**src/rtl/bandai_init_seq.sv**
```systemverilog
// Unlock, verify and bank-configure sequencer for a Bandai-style cartridge mapper.
// Define BANDAI_READBACK_EN to add a read-back verification pass after the bank writes.
module bandai_init_seq #(
   parameter int WAIT_CYCLES = 2
) (
   input  logic        CLK,
   input  logic        RST,
   input  logic        START,
   input  logic [31:0] BANK_IN,
   output logic        BUSY,
   output logic        DONE,
   output logic        ERR,
   output logic [1:0]  ERR_CODE,
   output logic        CEn,
   output logic        WEn,
   output logic        OEn,
   output logic [7:0]  ADDR,
   output logic [7:0]  DQ_O,
   output logic        DQ_OE,
   input  logic [7:0]  DQ_I,
   input  logic        SO
);

   localparam logic [2:0] S_IDLE   = 3'd0;
   localparam logic [2:0] S_UNLK0  = 3'd1;
   localparam logic [2:0] S_UNLK1  = 3'd2;
   localparam logic [2:0] S_SHIFT  = 3'd3;
   localparam logic [2:0] S_WR_ACT = 3'd4;
   localparam logic [2:0] S_WR_REL = 3'd5;
`ifdef BANDAI_READBACK_EN
   localparam logic [2:0] S_RD_ACT = 3'd6;
   localparam logic [2:0] S_RD_REL = 3'd7;
`endif

   localparam logic [7:0]  ADDR_UNLK0 = 8'h5A;
   localparam logic [7:0]  ADDR_UNLK1 = 8'hA5;
   localparam logic [17:0] UNLOCK_KEY = 18'h05140;
   localparam logic [4:0]  SHIFT_LAST = 5'd17;
   localparam logic [4:0]  WAIT_LAST  = 5'(WAIT_CYCLES - 1);
   localparam logic [1:0]  CODE_OK    = 2'b00;
   localparam logic [1:0]  CODE_KEY   = 2'b01;
`ifdef BANDAI_READBACK_EN
   localparam logic [1:0]  CODE_RB    = 2'b10;
`endif

   logic [2:0]  state_q, state_d;
   logic [4:0]  cnt_q, cnt_d;
   logic [1:0]  idx_q, idx_d;
   logic [31:0] bank_q, bank_d;
   logic [17:0] cap_q, cap_d;
   logic        done_q, done_d;
   logic        err_q, err_d;
   logic [1:0]  code_q, code_d;
`ifdef BANDAI_READBACK_EN
   logic        rd_bad_q, rd_bad_d;
`else
   logic        unused_dq;
   assign unused_dq = ^DQ_I;
`endif

   logic [7:0] cur_byte;
   logic [7:0] bank_addr;

   assign cur_byte  = bank_q[{idx_q, 3'b000} +: 8];
   assign bank_addr = {6'b110000, idx_q};

   // NOTE: every variable gets a default before the case so no path leaves one unassigned (no latches).
   always_comb begin
      state_d = state_q;
      cnt_d   = cnt_q;
      idx_d   = idx_q;
      bank_d  = bank_q;
      cap_d   = cap_q;
      done_d  = 1'b0;
      err_d   = err_q;
      code_d  = code_q;
`ifdef BANDAI_READBACK_EN
      rd_bad_d = rd_bad_q;
`endif
      case (state_q)
         S_IDLE: begin
            if (START) begin
               state_d = S_UNLK0;
               bank_d  = BANK_IN;
               cnt_d   = 5'd0;
               idx_d   = 2'd0;
               cap_d   = 18'd0;
               err_d   = 1'b0;
               code_d  = CODE_OK;
            end
         end
         S_UNLK0: state_d = S_UNLK1;
         S_UNLK1: begin
            state_d = S_SHIFT;
            cnt_d   = 5'd0;
         end
         S_SHIFT: begin
            // Serial ID arrives LSB first, so shift in from the top.
            cap_d = {SO, cap_q[17:1]};
            if (cnt_q == SHIFT_LAST) begin
               cnt_d = 5'd0;
               if (cap_d == UNLOCK_KEY) begin
                  state_d = S_WR_ACT;
               end else begin
                  state_d = S_IDLE;
                  done_d  = 1'b1;
                  err_d   = 1'b1;
                  code_d  = CODE_KEY;
               end
            end else begin
               cnt_d = cnt_q + 5'd1;
            end
         end
         S_WR_ACT: begin
            if (cnt_q == WAIT_LAST) begin
               cnt_d   = 5'd0;
               state_d = S_WR_REL;
            end else begin
               cnt_d = cnt_q + 5'd1;
            end
         end
         S_WR_REL: begin
            if (idx_q == 2'd3) begin
               idx_d = 2'd0;
`ifdef BANDAI_READBACK_EN
               state_d = S_RD_ACT;
`else
               state_d = S_IDLE;
               done_d  = 1'b1;
`endif
            end else begin
               idx_d   = idx_q + 2'd1;
               state_d = S_WR_ACT;
            end
         end
`ifdef BANDAI_READBACK_EN
         S_RD_ACT: begin
            if (cnt_q == WAIT_LAST) begin
               cnt_d    = 5'd0;
               rd_bad_d = (DQ_I != cur_byte);
               state_d  = S_RD_REL;
            end else begin
               cnt_d = cnt_q + 5'd1;
            end
         end
         S_RD_REL: begin
            // The release cycle always completes so the bus is idle when the sequence stops.
            if (rd_bad_q) begin
               state_d = S_IDLE;
               done_d  = 1'b1;
               err_d   = 1'b1;
               code_d  = CODE_RB;
            end else if (idx_q == 2'd3) begin
               state_d = S_IDLE;
               done_d  = 1'b1;
            end else begin
               idx_d   = idx_q + 2'd1;
               state_d = S_RD_ACT;
            end
         end
`endif
         default: state_d = S_IDLE;
      endcase
   end

   // NOTE: sequential state uses non-blocking assignments so all registers update together at the edge.
   always_ff @(posedge CLK or posedge RST) begin
      if (RST) begin
         state_q  <= S_IDLE;
         cnt_q    <= 5'd0;
         idx_q    <= 2'd0;
         bank_q   <= 32'd0;
         cap_q    <= 18'd0;
         done_q   <= 1'b0;
         err_q    <= 1'b0;
         code_q   <= CODE_OK;
`ifdef BANDAI_READBACK_EN
         rd_bad_q <= 1'b0;
`endif
      end else begin
         state_q  <= state_d;
         cnt_q    <= cnt_d;
         idx_q    <= idx_d;
         bank_q   <= bank_d;
         cap_q    <= cap_d;
         done_q   <= done_d;
         err_q    <= err_d;
         code_q   <= code_d;
`ifdef BANDAI_READBACK_EN
         rd_bad_q <= rd_bad_d;
`endif
      end
   end

   // Bus outputs are a pure decode of state, so reset drives them idle immediately.
   always_comb begin
      ADDR  = 8'h00;
      DQ_O  = 8'h00;
      DQ_OE = 1'b0;
      CEn   = 1'b1;
      WEn   = 1'b1;
      OEn   = 1'b1;
      case (state_q)
         S_UNLK0: ADDR = ADDR_UNLK0;
         S_UNLK1: ADDR = ADDR_UNLK1;
         S_WR_ACT: begin
            ADDR  = bank_addr;
            DQ_O  = cur_byte;
            DQ_OE = 1'b1;
            CEn   = 1'b0;
            WEn   = 1'b0;
         end
         S_WR_REL: begin
            ADDR  = bank_addr;
            DQ_O  = cur_byte;
            DQ_OE = 1'b1;
         end
`ifdef BANDAI_READBACK_EN
         S_RD_ACT: begin
            ADDR = bank_addr;
            CEn  = 1'b0;
            OEn  = 1'b0;
         end
         S_RD_REL: ADDR = bank_addr;
`endif
         default: ;
      endcase
   end

   assign BUSY     = (state_q != S_IDLE);
   assign DONE     = done_q;
   assign ERR      = err_q;
   assign ERR_CODE = code_q;

endmodule
```
**config.mk**
```make
export PLATFORM = sky130hd
export DESIGN_NAME = bandai_init_seq
export DESIGN_NICKNAME = d
export VERILOG_FILES = /design/src/rtl/bandai_init_seq.sv
export SDC_FILE = /design/constraint.sdc
export NUM_CORES = 1
export LEC_CHECK = 0
export CAP_MARGIN = 10
export CORE_MARGIN = 1
export CORE_UTILIZATION = 41
export DETAILED_ROUTE_END_ITERATION = 10
export PLACE_DENSITY_LB_ADDON = 0.08
export SYNTH_ARGS = -nofsm -noshare
export SYNTH_HDL_FRONTEND = slang
export SYNTH_SLANG_ARGS = --single-unit
```
**constraint.sdc**
```tcl
create_clock -name CLK -period 2.6 [get_ports CLK]
set_clock_uncertainty 0.2 [all_clocks]
set_input_delay 0.26 -clock CLK [delete_from_list [all_inputs] [get_ports CLK]]
set_output_delay 0.26 -clock CLK [all_outputs]
set_load 0.02 [all_outputs]
```
==> results of run 1 <==
[metrics by stage]
step	setup TNS, ns	setup WS, ns	area, µm²	hold slack (ns)	utilization (%)
after floorplan	0	0.6270	2973	0.1654	-
after global placement	0	0.4166	3606	0.2551	52.21
after detailed placement	0	0.3880	3606	0.2601	52.21
after CTS	0	0.009636	3784	0.1144	54.78
after global routing	-0.001333	-0.001333	3799	0.1353	55.00
final	0	0.09558	3799	0.1034	55.00
[placed cells by master (no fill, tap or decap), types with 3 or more instances in the layout]
master	instances
o21ai_0	7
inv_1	4
ha_1	3
dfrtp_1	61
clkinv_2	3
nor4_1	3
nand3_1	23
and2_1	9
clkdlybuf4s50_1	53
dlymetal6s2s_1	5
nand2_1	139
mux4_2	8
nor2_1	5
buf_4	10
clkbuf_8	11
a21o_1	3
[timing repair]
action / 4_1_cts / 5_1_grt
hold buffers: 0 / 0
setup endpoints to repair: 0 / 6
hold endpoints to repair: 0 / 0
resized for setup: 0 / 6
[flip-flops by register name (all words and copies together), names as in the netlist]
signal	count
DONE	1
state_q	3
idx_q	2
bank_q	32
ERR_CODE	1
cnt_q	5
cap_q	17
[cell type report]
type                    count  share of cell area, %
clock buffers              12                  4.084
clock inverters             4                 0.5929
inverters                   6                 0.5929
multi-input cells         230                  33.27
flip-flops and latches     61                  40.18
well taps                  96                  3.162
repair buffers             69                  18.12
[critical path, delay by kind of cell, from the launching register on]
family,cells,cell delay [ns]
DFF,1,0.36
muxes,1,0.49
and+or+nand+nor,1,0.17
buffers and inverters,2,0.70
[how the worst max path moves through the flow]
stage	end	cells past startpoint	slack [ns]	start
after global placement	DQ_O[4]	4	0.42	idx_q[0]$_DFFE_PP0P_
after floorplan	DONE$_DFF_PP0_	1	0.63	RST
after detailed placement	DQ_O[4]	4	0.39	idx_q[0]$_DFFE_PP0P_
final	DQ_O[1]	4	0.1	idx_q[0]$_DFFE_PP0P_
after global routing	DQ_O[7]	4	-0.001	state_q[1]$_DFFE_PP0P_
after CTS	DQ_O[4]	4	0.01	idx_q[0]$_DFFE_PP0P_
[layer usage]
layer	global-route usage, %	wire length [µm]	share of wire, %
met5	0	0	0
met2	30.99	3057	48
met4	5.812	78	1.2
met1	24.11	2888	46
met3	6.445	289	4.6
[where the power goes]
part | total, W | switching (W) | internal (W)
clock network | 0.000758 | 0.000365 | 0.000393
logic | 0.000712 | 0.000360 | 0.000352
registers | 0.00139 | 0.000203 | 0.00119
total | 0.00286 | 0.000928 | 0.00193
[cells by family (layout without fill, tap and decap cells)]
family | count (synthesis) | count (layout) | synth area share [%]
flops | 61 | 61 | 51.35
simple gates | 193 | 193 | 29.25
fa+ha+maj | 3 | 3 | 1.263
compound gates | 24 | 24 | 5.598
buf+inv | 32 | 91 | 6.229
other cells | 2 | 2 | 0.2526
mux | 8 | 8 | 6.061
==> results.yml, run 1 <==
floorplanning:
  initial_core_util_pct: 43.04
  die_w_um: 87.15
  dieArea_um2: 7595
  rows: 30
  dieHeight_um: 87.15
  core_um2: 6907
  boundaryPins: 69
clock_tree:
  post_cts_buffers: 0
  clk_latency_ns: 0.34
  root_buffer: "clkbuf_8"
  clk_pin_slew_ns: 0.06
  cts_tree: "yes"
  cts.sinks: 61
  htreeDepth: 3
  numCtsBuffers: 9
  clk_path_buf_depth: 2
logic_synthesis:
  syn_nets: 370
  synthArstFlopShare_pct: 100.0
  synthCells: 323
  synth_seq_area_share_pct: 51.35
  synth-main-ff-cell: "dfrtp_1"
  yosys_warnings: 0
  synth_area_um2: 2973
  netlist_top_cells_area: "dfrtp_1, nand2_1, mux4_2"
  synth_seq_cells: 61
  synth_largest_area_cell: "dfrtp_1"
  syn_avg_cell_area_um2: 9.204
  ys_types: 43
  synthMostInstantiatedCell: "nand2_1"
  ys_top_cells_by_count: "nand2_1, dfrtp_1, nand3_1"
  synth-edff-count: 0
  synth.top_cell.area_share_pct: 51.35
setup_path:
  worstSetupStartpointType: "flip-flop"
  slowest_stage: "clkdlybuf4s50_1"
  worstPathArrival_ns: 2.04
  crit_type: "flip-flop to output pin"
  reg2reg_to: "cnt_q[4]$_DFFE_PP0P_"
  r2r_cells: 6
  crit_path_end_kind: "output pin"
  critical_path_required_ns: 2.14
  worst-r2r-setup-slack_ns: 0.79
  slowest_delay_ns: 0.54
  crit_fanout: 4
  r2r-start: "cnt_q[1]$_DFFE_PP0P_"
  path_cells: "buf_4 -> mux4_2 -> and2_1 -> clkdlybuf4s50_1"
route:
  ant_nets: 0
  wl_mm: 6.313
  drc: 0
  via_per_inst: 4.902
  vias: 2343
  first_pass_iters: 4
  wl_per_cell_um: 13.21
  first_iter_violations: 152
power:
  peakVddDrop_v: 0.0003958
  powerDensity_nw_per_um2: 753.5
  power.total_w: 0.002862
  leakagePower_nw: 1.929
placement:
  gp_congestion: 0.7017
  place_inst: 462
  port_buffers: 58
  hpwl_mm: 4.166
timing:
  tightest_slew_ns: 0.4918
  fin_crit_ns: 2.504
  maxSlewViolCount: 0
  post-route-period-util_pct: 96.32
  setup_viol_count_final: 0
  hold_violations: 0
  max_freq_mhz: 399.3
  relSlewSlack_pct: 66.91
finish:
  final_cells: 478
  syn_to_final_growth_pct: 27.78
  antenna_cells: 0
  fillers: 692
  seqCellArea_um2: 1526
  fin_nets: 424
  drive_gt1_share_pct: 11.78
  multi_input_area_um2: 1264
global_route:
  gr-total-overflow: 0
  grt_pass1_wl_mm: 10.94
  grt_pass1_vias: 2376
  antenna_found_initial: 0
  grt_usage_pct: 19.05
  grt_max_degree: 62
run:
  cap_violations: 0
outcome:
  run_status: "complete, no violations"
hold_path:
  hold_path_class: "input port to async pin"
Note: power is estimated with default switching activity, not from simulation.
==> inputs of run 2 (changes only) <==
ABC_AREA = 1   (was unset)
CTS_CLUSTER_DIAMETER = 120   (was unset)
clock period = 3.2 ns   (was 2.6 ns; I/O delays follow)
==> run 2 against run 1 <==
Against the previous run: final area shrank 2.3%; sequential share of layout area increased by 0.95 points; core utilization down 0.68 points; area after synthesis down 2.0%; worst hold slack improved by 0.082 ns; largest cell class unchanged; highest routed layer unchanged.
==> results.yml, run 2 <==
outcome:
  run_status: "complete, no violations"
run:
  cap_violations: 0
clock_tree:
  root_buffer: "clkbuf_8"
  ctsResizeCount: 0
  htreeDepth: 3
  cts_tree: "yes"
  post_cts_buffers: 0
  numCtsBuffers: 9
  cts_hold_buf: 0
  clk_latency_ns: 0.33
  clk_path_buf_depth: 2
  clk_pin_slew_ns: 0.07
  cts.sinks: 61
route:
  wl_mm: 6.404
  wl_per_cell_um: 12.61
  first_iter_violations: 133
  ant_nets: 0
  vias: 2399
  first_pass_iters: 4
  via_per_inst: 4.722
  drc: 0
logic_synthesis:
  synth_seq_area_share_pct: 52.38
  synth_seq_cells: 61
  synthMostInstantiatedCell: "nand2_1"
  syn_avg_cell_area_um2: 8.186
  synthArstFlopShare_pct: 100.0
  synth-main-ff-cell: "dfrtp_1"
  synth.top_cell.area_share_pct: 52.38
  syn_nets: 403
  synthCells: 356
  ys_top_cells_by_count: "nand2_1, dfrtp_1, inv_1"
  netlist_top_cells_area: "dfrtp_1, nand2_1, inv_1"
  ys_types: 25
  synth_largest_area_cell: "dfrtp_1"
  yosys_warnings: 0
  synth_area_um2: 2914
  synth-edff-count: 0
setup_path:
  worstPathArrival_ns: 2.28
  worstSetupStartpointType: "flip-flop"
  crit_buf_inv: 2
  worst-r2r-setup-slack_ns: 1.31
  slowest_delay_ns: 0.63
  path_cells: "buf_4 -> a21oi_1 -> o21ai_0 -> a21oi_1 -> clkdlybuf4s50_1"
  crit_type: "flip-flop to output pin"
  crit_fanout: 19
  slowest_stage: "clkdlybuf4s50_1"
  crit_path_end_kind: "output pin"
  critical_path_required_ns: 2.68
  worst_path_most_repeated_cell: "a21oi_1"
  cp_top_family: "buffers and inverters"
finish:
  syn_to_final_growth_pct: 27.35
  largest-register: "bank_q"
  largest_reg_flops: 32
  layout_common_cells: "nand2_1, dfrtp_1, clkdlybuf4s50_1, inv_1"
  drive_gt1_share_pct: 6.796
  layout_commonest_cell: "nand2_1"
  fin_nets: 455
  antenna_cells: 0
  biggestRegsByFlops: "bank_q: 32 flops, cap_q: 17 flops, cnt_q: 5 flops"
timing:
  post-route-period-util_pct: 87.41
  fin_crit_ns: 2.797
  rsz0062_at_grt: "no"
  timing.hold.ws_ns: 0.1857
  maxSlewViolCount: 0
  tns_ns: 0
  setup_viol_count_final: 0
  max_freq_mhz: 357.5
  hold_violations: 0
  tightest_slew_ns: 0.7212
  relSlewSlack_pct: 51.85
global_route:
  grt_max_degree: 46
  grt_usage_pct: 19.33
  grt_pass1_vias: 2326
  gr-total-overflow: 0
  grt_pass1_wl_mm: 10.91
  antenna_found_initial: 0
power:
  leakagePower_nw: 1.734
  peakVddDrop_v: 0.0003074
  powerDensity_nw_per_um2: 792.3
floorplanning:
  initial_core_util_pct: 42.66
  dieArea_um2: 7449
  core_um2: 6832
  rows: 30
  die_w_um: 86.31
  boundaryPins: 69
  dieHeight_um: 86.31
placement:
  port_buffers: 58
  gp_congestion: 0.8142
  hpwl_mm: 4.551
hold_path:
  hold_path_class: "input port to async pin"
## run 2: worst paths after layout
kind / start / end / cells after the start
max: idx_q[0]$_DFFE_PP0P_ / DQ_O[4] / 5
min: RST / bank_q[29]$_DFFE_PP0P_ / 2
max reg2reg: state_q[0]$_DFFE_PP0P_ / bank_q[14]$_DFFE_PP0P_ / 5
min reg2reg: bank_q[3]$_DFFE_PP0P_ / bank_q[3]$_DFFE_PP0P_ / 2
max in group asynchronous: RST / state_q[1]$_DFFE_PP0P_ / 3
min in group CLK: bank_q[3]$_DFFE_PP0P_ / bank_q[3]$_DFFE_PP0P_ / 2
## run 2: layer usage
| layer | vias to the layer above | share of wire [%] | track usage [%] |
|---|---|---|---|
| met4 | 0 | 0.98 | 6.970 |
| met1 | 1101 | 51 | 28.26 |
| met5 | - | 0 | 0 |
| li1 | 1236 | - | - |
| met2 | 56 | 44 | 27.92 |
| met3 | 6 | 4.9 | 4.762 |
## run 2: layout make-up
| type | count | area [µm²] |
|---|---|---|
| timing repair buffer | 61 | 615.6 |
| fill | 699 | 3120 |
| tap | 96 | 120.1 |
| sequential | 61 | 1526 |
| clock inverter | 4 | 48.80 |
| inverter | 52 | 195.2 |
| clock buffer | 11 | 141.4 |
| multi-input combinational | 223 | 1064 |
## run 2: where the power goes
part           switching (W)  total, W  leakage [nW]  internal (W)
registers           0.000155   0.00123         0.789       0.00107
clock network       0.000299  0.000675        0.0992      0.000375
logic               0.000632   0.00104         0.846      0.000406
total                0.00109   0.00294          1.73       0.00185
## run 2: metrics by stage
step                      std cells  utilization, %  setup WS [ns]  cell area, µm²  power, W
after floorplan                 356               -          1.165            2914  0.002000
after global placement          493           51.54         0.7537            3521  0.002253
after detailed placement        493           51.54         0.7540            3521  0.002285
after CTS                       508           54.32         0.3895            3711  0.002963
after global routing            508           54.32         0.1958            3711  0.003163
final                           508           54.32         0.4027            3711  0.002940
## run 2: kinds of logic (layout without fill, tap and decap cells)
family                     count (synthesis)  count (layout)  synth area share [%]
and+or+nand+nor                          142             142                 20.22
AOI/OAI and AO/OA                         73              73                 13.83
DFF                                       61              61                 52.38
buffers and inverters                     72             128                 11.12
adders and majority gates                  3               3                 1.288
xor gates and xnor gates                   3               3                0.9018
other                                      2               2                0.2577
==> inputs of run 3 (changes only) <==
CORE_UTILIZATION = 50   (was 41)
SLEW_MARGIN = 20   (was unset)
==> run 3 against run 2 <==
Against the previous run: sequential power is essentially flat; register-to-register slack about the same; worst hold slack lost 0.025 ns; fmax up 1.2%; critical path depth unchanged; setup slack improved by 0.033 ns; final area about the same; via count is 2.3% higher; combinational power hardly changed; core utilization is 12 points higher; wire length fell by 4.6%; critical endpoint is now DQ_O[3]; largest cell class unchanged.
==> results.yml, run 3 (synthesis results as in run 2) <==
global_route:
  gr-total-overflow: 0
  grt_pass1_wl_mm: 10.29
  grt_max_degree: 37
  use_met3_pct: 3.488
  grt-busiest-layer: "met2"
  use_met2_pct: 32.63
  grt_usage_pct: 21.79
  global_route.usage.met1_pct: 31.84
  antenna_found_initial: 0
  grt_pass1_vias: 2264
floorplanning:
  dieArea_um2: 6137
  initial_core_util_pct: 52.28
  boundaryPins: 69
  die_w_um: 78.34
  rows: 27
  dieHeight_um: 78.34
  core_um2: 5574
clock_tree:
  cts_tree: "yes"
  cts.sinks: 61
  clk_pin_slew_ns: 0.07
  clk_path_buf_depth: 2
  cts_hold_buf: 0
  numCtsBuffers: 9
  htreeDepth: 3
  root_buffer: "clkbuf_8"
  ctsResizeCount: 0
  post_cts_buffers: 0
  clk_latency_ns: 0.33
setup_path:
  endpoint: "DQ_O[3]"
  critical_path_required_ns: 2.68
  reg2reg_to: "bank_q[13]$_DFFE_PP0P_"
  crit_type: "flip-flop to output pin"
  worstPathArrival_ns: 2.24
  worstSetupStartpointType: "flip-flop"
  r2r-start: "state_q[0]$_DFFE_PP0P_"
  worst-r2r-setup-slack_ns: 1.32
  crit_path_end_kind: "output pin"
  startpoint: "idx_q[0]$_DFFE_PP0P_"
  crit_fanout: 16
  r2r_cells: 6
power:
  switching_share_pct: 36.24
  leakagePower_nw: 1.745
  peakVddDrop_v: 0.0005048
  power.total_w: 0.003004
  seq_power_share_pct: 41.0
  powerDensity_nw_per_um2: 809.1
  p_sw_w: 0.001089
  p_clk_share_pct: 24.5
  intPower_w: 0.001915
  comb_power_share_pct: 34.5
route:
  wl_mm: 6.111
  drc: 0
  wl_per_cell_um: 12.57
  ant_nets: 0
  first_iter_violations: 127
  first_pass_iters: 4
  via_per_inst: 5.051
  vias: 2455
timing:
  setup_viol_count_final: 0
  timing.hold.ws_ns: 0.1607
  max_freq_mhz: 361.7
  relSlewSlack_pct: 61.96
  post-route-period-util_pct: 86.40
  maxSlewViolCount: 0
  rsz0062_at_grt: "no"
  fin_crit_ns: 2.765
  hold_violations: 0
  tns_ns: 0
  tightest_slew_ns: 0.5698
finish:
  largest-register: "bank_q"
  drive_gt1_share_pct: 7.488
  biggestRegsByFlops: "bank_q: 32 flops, cap_q: 17 flops, cnt_q: 5 flops"
  antenna_cells: 0
  fin_nets: 456
  syn_to_final_growth_pct: 27.39
  layout_common_cells: "nand2_1, dfrtp_1, clkdlybuf4s50_1, inv_1"
  fin_area_um2: 3712
  layout_commonest_cell: "nand2_1"
  largest_reg_flops: 32
placement:
  post_dp_cell_area_um2: 3498
  gp_congestion: 0.7966
  port_buffers: 58
  hpwl_mm: 4.300
run:
  cap_violations: 0
outcome:
  run_status: "complete, no violations"
hold_path:
  hold_path_class: "input port to async pin"
## run 3: cell count changes in the layout (fill, tap and decap cells not counted), sizes merged
cell      delta
clkbuf       -2
clkinvlp     +2
buf          +1
bufinv       +1
## run 3: layer usage
| layer | share of wire, % | wire (µm) |
|---|---|---|
| met1 | 50 | 3083 |
| met2 | 44 | 2659 |
| met3 | 4.6 | 284 |
| met4 | 1.4 | 85 |
| met5 | 0 | 0 |
## run 3: worst max-delay path: stages (launching register included)
cell and delay [ns]:
dfrtp_1 0.55, buf_4 0.27, a21oi_1 0.16, o21ai_0 0.10
a21oi_1 0.20, clkdlybuf4s50_1 0.63
## run 3: power by group through the flow
stage	Combinational (W)	Clock, W	Sequential [W]
3_3_place_gp	0.00101	0	0.00123
3_5_place_dp	0.00104	0	0.00124
4_1_cts	0.00104	0.000744	0.00123
2_1_floorplan	0.000811	0	0.00119
6_report	0.00104	0.000735	0.00123
5_1_grt	0.00117	0.000777	0.00126
## run 3: per-stage QoR
step,setup WS (ns),utilization (%),cells
global placement,0.8191,62.76,470
CTS,0.4367,66.60,486
global route,0.2461,66.60,486
finish,0.4353,66.60,486
floorplan,1.165,-,356
detailed placement,0.8111,62.76,470
## run 3: final cells by class
| class | count | area, µm² |
|---|---|---|
| Sequential cell | 61 | 1526 |
| Clock buffer | 9 | 123.9 |
| Tap cell | 72 | 90.09 |
| Inverter | 52 | 195.2 |
| Multi-Input combinational cell | 223 | 1064 |
| Fill cell | 495 | 1862 |
| Clock inverter | 7 | 90.09 |
| Timing Repair Buffer | 62 | 623.1 |
## run 3: worst min path at each step
stage	endpoint	slack [ns]	depth (start not counted)
2_1_floorplan	bank_q[0]$_DFFE_PP0P_	0.23	2
3_3_place_gp	bank_q[4]$_DFFE_PP0P_	0.26	2
3_5_place_dp	bank_q[1]$_DFFE_PP0P_	0.26	2
4_1_cts	DONE$_DFF_PP0_	0.17	2
5_1_grt	cap_q[16]$_DFFE_PP0P_	0.24	2
6_report	DONE$_DFF_PP0_	0.16	2
==> edit 1: new RTL, flow settings as in run 1 <==
Remove the register `done_q`: a continuous assignment takes its place, so the output `DONE` follows one clock earlier.
--- a/src/rtl/bandai_init_seq.sv
+++ b/src/rtl/bandai_init_seq.sv
@@ -172,5 +172,4 @@
          bank_q   <= 32'd0;
          cap_q    <= 18'd0;
-         done_q   <= 1'b0;
          err_q    <= 1'b0;
          code_q   <= CODE_OK;
@@ -184,5 +183,4 @@
          bank_q   <= bank_d;
          cap_q    <= cap_d;
-         done_q   <= done_d;
          err_q    <= err_d;
          code_q   <= code_d;
@@ -192,4 +190,6 @@
       end
    end
+
+   assign done_q = done_d;
 
    // Bus outputs are a pure decode of state, so reset drives them idle immediately.
Formal check against the unedited RTL: same outputs for any inputs over 10 cycles, from zero or initial values and one cycle with RST high; that may be too few to reach the edited logic, so the function may still have changed.
==> edit 1 against run 1 <==
Count of clock-buffer cells in the layout up 1. Die area shrank 0.65%. Sequential cell count fell by 1. Power is 1.3% higher. Setup slack got worse by 0.030 ns. Fmax down 1.2%. Sequential share of layout area shrank 0.38 points. Final area down 0.53%. Wire length increased by 2.1%. Combinational power shrank 1%. Core utilization barely moved. Critical path depth unchanged. Synthesized area is 0.67% lower. Critical endpoint is now DQ_O[6].
==> edit 1: results (changes against run 1) <==
| Metric | Value |
|---|---|
| Most used standard cells in the synthesized netlist | nand2_1, dfrtp_1, o21ai_0 |
| Highest net fanout along the worst path | 12 (+8) |
| Post-Route Hold Slack | 0.1139 ns (+0.01046 ns) |
| FF-to-FF End | bank_q[14] |
| Syn nets | 369 (-0.27%) |
| Vias in the first global route | 2337 (-1.6%) |
| Minimum setup slack after placement | 0.2565 ns (-0.1315 ns) |
| Placement Cell Area | 0.003593 mm^2 (-0.35%) |
| Overall track demand over capacity in global routing | 19.08% (+0.034 points) |
| Post-Synth Adder-Cell Area | 1.271% (+0.0086 points) |
| First-pass GRT wire length | 10.95 mm (+0.13%) |
| Final #Nets | 423 (-0.24%) |
| Detail Route met3 WL | 205 um (-29%) |
| Met1 wire length | 3.069 mm (+6.3%) |
| Fraction of layout instances using a drive strength above 1 | 10.79% (-0.99 points) |
| Largest net degree at the start of global routing | 61 (-1.6%) |
| HPWL after detailed placement | 4.266 mm (+2.4%) |
| Switching fraction of total power | 31.28% (-1.1 points) |
| Routed vias/inst | 4.884 (-0.35%) |
| IR drop worst, VDD | 0.0002673 V (-32%) |
| Proportion of synthesized chip area in sequential cells | 50.85% (-0.50 points) |
| Dominant cells by area after synthesis | dfrtp_1, nand2_1, mux4_2 |
| Count of unique library cells instantiated by Yosys | 40 (-7.0%) |
| Met2 Wirelength | 3.079 mm (+0.72%) |
| Outcome | finished, final reports clean |
| Average detailed-routed wire length per instance | 13.55 um (+2.6%) |
[edit 1: critical path: stages, from the launching register on]
cell,delay (ns)
dfrtp_1,0.37
buf_12,0.16
mux4_2,0.52
and2_1,0.17
clkdlybuf4s50_1,0.53
[edit 1: logic make-up after synthesis]
group / count (synthesis)
fa+ha+maj: 3
simple gates: 179
other cells: 2
compound gates: 40
flops: 60
mux: 8
buf+inv: 30
[edit 1: worst max-delay path by stage]
stage	startpoint	end	slack (ns)	depth (start not counted)
3_3_place_gp	SO	DONE	0.25	6
5_1_grt	state_q[1]	ADDR[1]	0.002	4
6_report	idx_q[0]	DQ_O[6]	0.07	4
4_1_cts	state_q[2]	DQ_O[7]	0.03	5
2_1_floorplan	state_q[0]	ADDR[4]	0.51	4
3_5_place_dp	SO	DONE	0.26	6
[edit 1: final cells by class]
| cell class | instances | area [um^2] | area share [%] |
|---|---|---|---|
| flip-flops and latches | 60 | 1504 | 39.80 |
| multi-input cells | 232 | 1272 | 33.68 |
| clock buffers | 13 | 148.9 | 3.940 |
| inverters | 5 | 18.77 | 0.4967 |
| repair buffers | 68 | 679.4 | 17.98 |
| clock inverters | 2 | 35.03 | 0.9272 |
| well taps | 96 | 120.1 | 3.179 |
[edit 1: power groups by stage]
stage	registers (W)	logic [W]	clock network, W
finish	0.00138	0.000702	0.000817
floorplan	0.00133	0.000538	0
detailed placement	0.00140	0.000712	0
global route	0.00142	0.000807	0.000878
CTS	0.00138	0.000715	0.000834
global placement	0.00138	0.000692	0
[edit 1: timing repair]
| action | CTS | global route |
|---|---|---|
| endpoints found under the setup margin | 1 | 7 |
| resized for setup | 1 | 2 |
| endpoints found under the hold margin | 0 | 0 |
[edit 1: metal layers]
| metal | vias to the layer above | track usage (%) |
|---|---|---|
| met5 | - | 0 |
| met4 | 0 | 8.182 |
| met3 | 8 | 3.223 |
| met2 | 47 | 30.99 |
| met1 | 1119 | 25.26 |
| li1 | 1151 | - |
[edit 1: per-stage QoR]
step           power [W]  std cells  util, %
2_1_floorplan   0.001865        322        -
3_3_place_gp    0.002076        461    52.31
3_5_place_dp    0.002107        461    52.31
4_1_cts         0.002930        476    54.97
5_1_grt         0.003103        476    55.01
6_report        0.002899        476    55.01
==> edit 2: new RTL, settings of run 1 <==
Without the edit above. Build with the macro `BANDAI_READBACK_EN` defined.
--- a/src/rtl/bandai_init_seq.sv
+++ b/src/rtl/bandai_init_seq.sv
@@ -1,4 +1,6 @@
 // Unlock, verify and bank-configure sequencer for a Bandai-style cartridge mapper.
 // Define BANDAI_READBACK_EN to add a read-back verification pass after the bank writes.
+`define BANDAI_READBACK_EN
+
 module bandai_init_seq #(
    parameter int WAIT_CYCLES = 2
Formal check against the unedited RTL: no difference found for any inputs over 10 cycles, from zero or initial values and one cycle with RST high; that may be too few to reach the edited logic, so the function may still have changed.
==> edit 2 against run 1 <==
Wire length grew 6.4%. Synthesized area increased by 4.6%. Register-to-register slack worse by 0.33 ns. Final area is 8.2% higher. Setup slack worse by 0.0031 ns. Clock power up 7.8%. Sequential cell count is 3 higher. Power rose by 35%.
==> edit 2: results (changes against run 1) <==
| Metric | Value |
|---|---|
| Highest net fanout along the worst path | 4 (unchanged) |
| Detail Route met3 WL | 410 um (+42%) |
| Count of filler cells inserted in the layout | 662 (-4.3%) |
| Final #Nets | 374 (-12%) |
| First-pass GRT wire length | 10.84 mm (-0.89%) |
| Met1 wire length | 3.035 mm (+5.1%) |
| Max reg flops | 32 (unchanged) |
| GRT met3 Usage | 5.171% (-1.3 points) |
| Syn nets | 303 (-18%) |
| Static Leak | 1.843 nW (-4.5%) |
| Share of power burned in the clock network | 21.1% (-5.4 points) |
| Placement Cell Area | 0.003906 mm^2 (+8.3%) |
| Total placed cells including tap cells | 415 (-10%) |
| Overall track demand over capacity in global routing | 18.61% (-0.44 points) |
| Pwr Total | 0.003877 W (+35%) |
| First-pass DRT Iterations | 4 (unchanged) |
| Max Root-Sink Buffers | 2 (unchanged) |
| Transition at the pin with the smallest max-transition slack | 0.7097 ns (+0.2179 ns) |
| Clock Pin Slew Worst Setup and Hold Paths | 0.08 ns (+0.02 ns) |
| Reg2Reg Setup Slack | 0.46 ns (-0.33 ns) |
| Most used standard cells in the synthesized netlist | dfrtp_1, mux2_1, a22o_1 |
| Largest net degree at the start of global routing | 43 (-31%) |
| Critical path's largest stage delay | 0.64 ns (+0.10 ns) |
| Vias in the first global route | 2183 (-8.1%) |
| Post-Route Hold Slack | 0.05966 ns (-0.04374 ns) |
| Combinational power | 0.00140 W (+97%) |
| Violation count after the first detailed-route iteration | 82 (-46%) |
| Switching Power | 0.001377 W (+48%) |
| Cell depth of the worst flop-to-flop path | 5 (-1) |
| Outcome | finished, final reports clean |
| Area Overhead vs Synth | 32.23% |
| Sum of routed wire length over all layers | 6.715 mm (+6.4%) |
| Setup bufs post-CTS | 0 (unchanged) |
| Highest metal layer with signal wires | met4 |
| Count of unique library cells instantiated by Yosys | 47 (+9.3%) |
| Number of cells upsized or downsized after cts | 3 (+3) |
| Dominant cells by area after synthesis | dfrtp_1, mux2_1, a22o_1 |
| CTS H-Tree Depth | 3 (unchanged) |
| FF-to-FF End | cnt_q[2] |
| Final Instance Count excl. Fillers | 431 (-9.8%) |
| Cell family with the largest share of critical-path delay | buffers and inverters |
| IR drop worst, VDD | 0.0004044 V (+2.2%) |
| Number of buffer cells added on primary ports | 68 (+17%) |
| GR Util met2 | 29.01% (-2.0 points) |
| Minimum setup slack after placement | 0.3834 ns (-0.004597 ns) |
| Final Wtd Congestion | 0.7442 (+6.1%) |
| Met1 track utilization from global routing | 24.51% (+0.40 points) |
| Total clock buffers created by CTS | 9 (unchanged) |
| Kind of path behind the tightest hold check | in2async |
| HPWL after detailed placement | 4.856 mm (+17%) |
| Mean instance size in the synthesized netlist | 12.15 um^2 (+32%) |
| Detailed-route via count | 2258 (-3.6%) |
| Fraction of layout instances using a drive strength above 1 | 12.65% (+0.87 points) |
| Met2 Wirelength | 3.151 mm (+3.1%) |
| Proportion of synthesized chip area in sequential cells | 51.51% (+0.16 points) |
| Source of the worst register-to-register timing path | state_q[2] |
| Async set or reset register ratio after synthesis | 100.0% (unchanged) |
## edit 2: area by class of cell
type	count	area share (%)
flip-flops and latches	64	39.01
multi-input cells	170	33.87
repair buffers	77	19.05
clock buffers	11	3.682
well taps	99	3.013
clock inverters	5	0.9130
inverters	5	0.4565
## edit 2: cell families after synthesis
family	share of synthesized area, %
xor gates and xnor gates	2.535
DFF	51.51
and+or+nand+nor	10.70
buffers and inverters	3.822
adders and majority gates	1.207
AOI/OAI and AO/OA	12.52
muxes	17.71
## edit 2: worst max-delay path by stage
stage	from	to	slack [ns]	depth (start not counted)
after global routing	idx_q[1]	DQ_O[2]	0.04	4
final	idx_q[1]	DQ_O[2]	0.09	4
after floorplan	RST	DONE	0.54	1
after detailed placement	idx_q[0]	DQ_O[4]	0.38	4
after global placement	idx_q[1]	DQ_O[1]	0.39	5
after CTS	idx_q[0]	DQ_O[3]	0.005	4
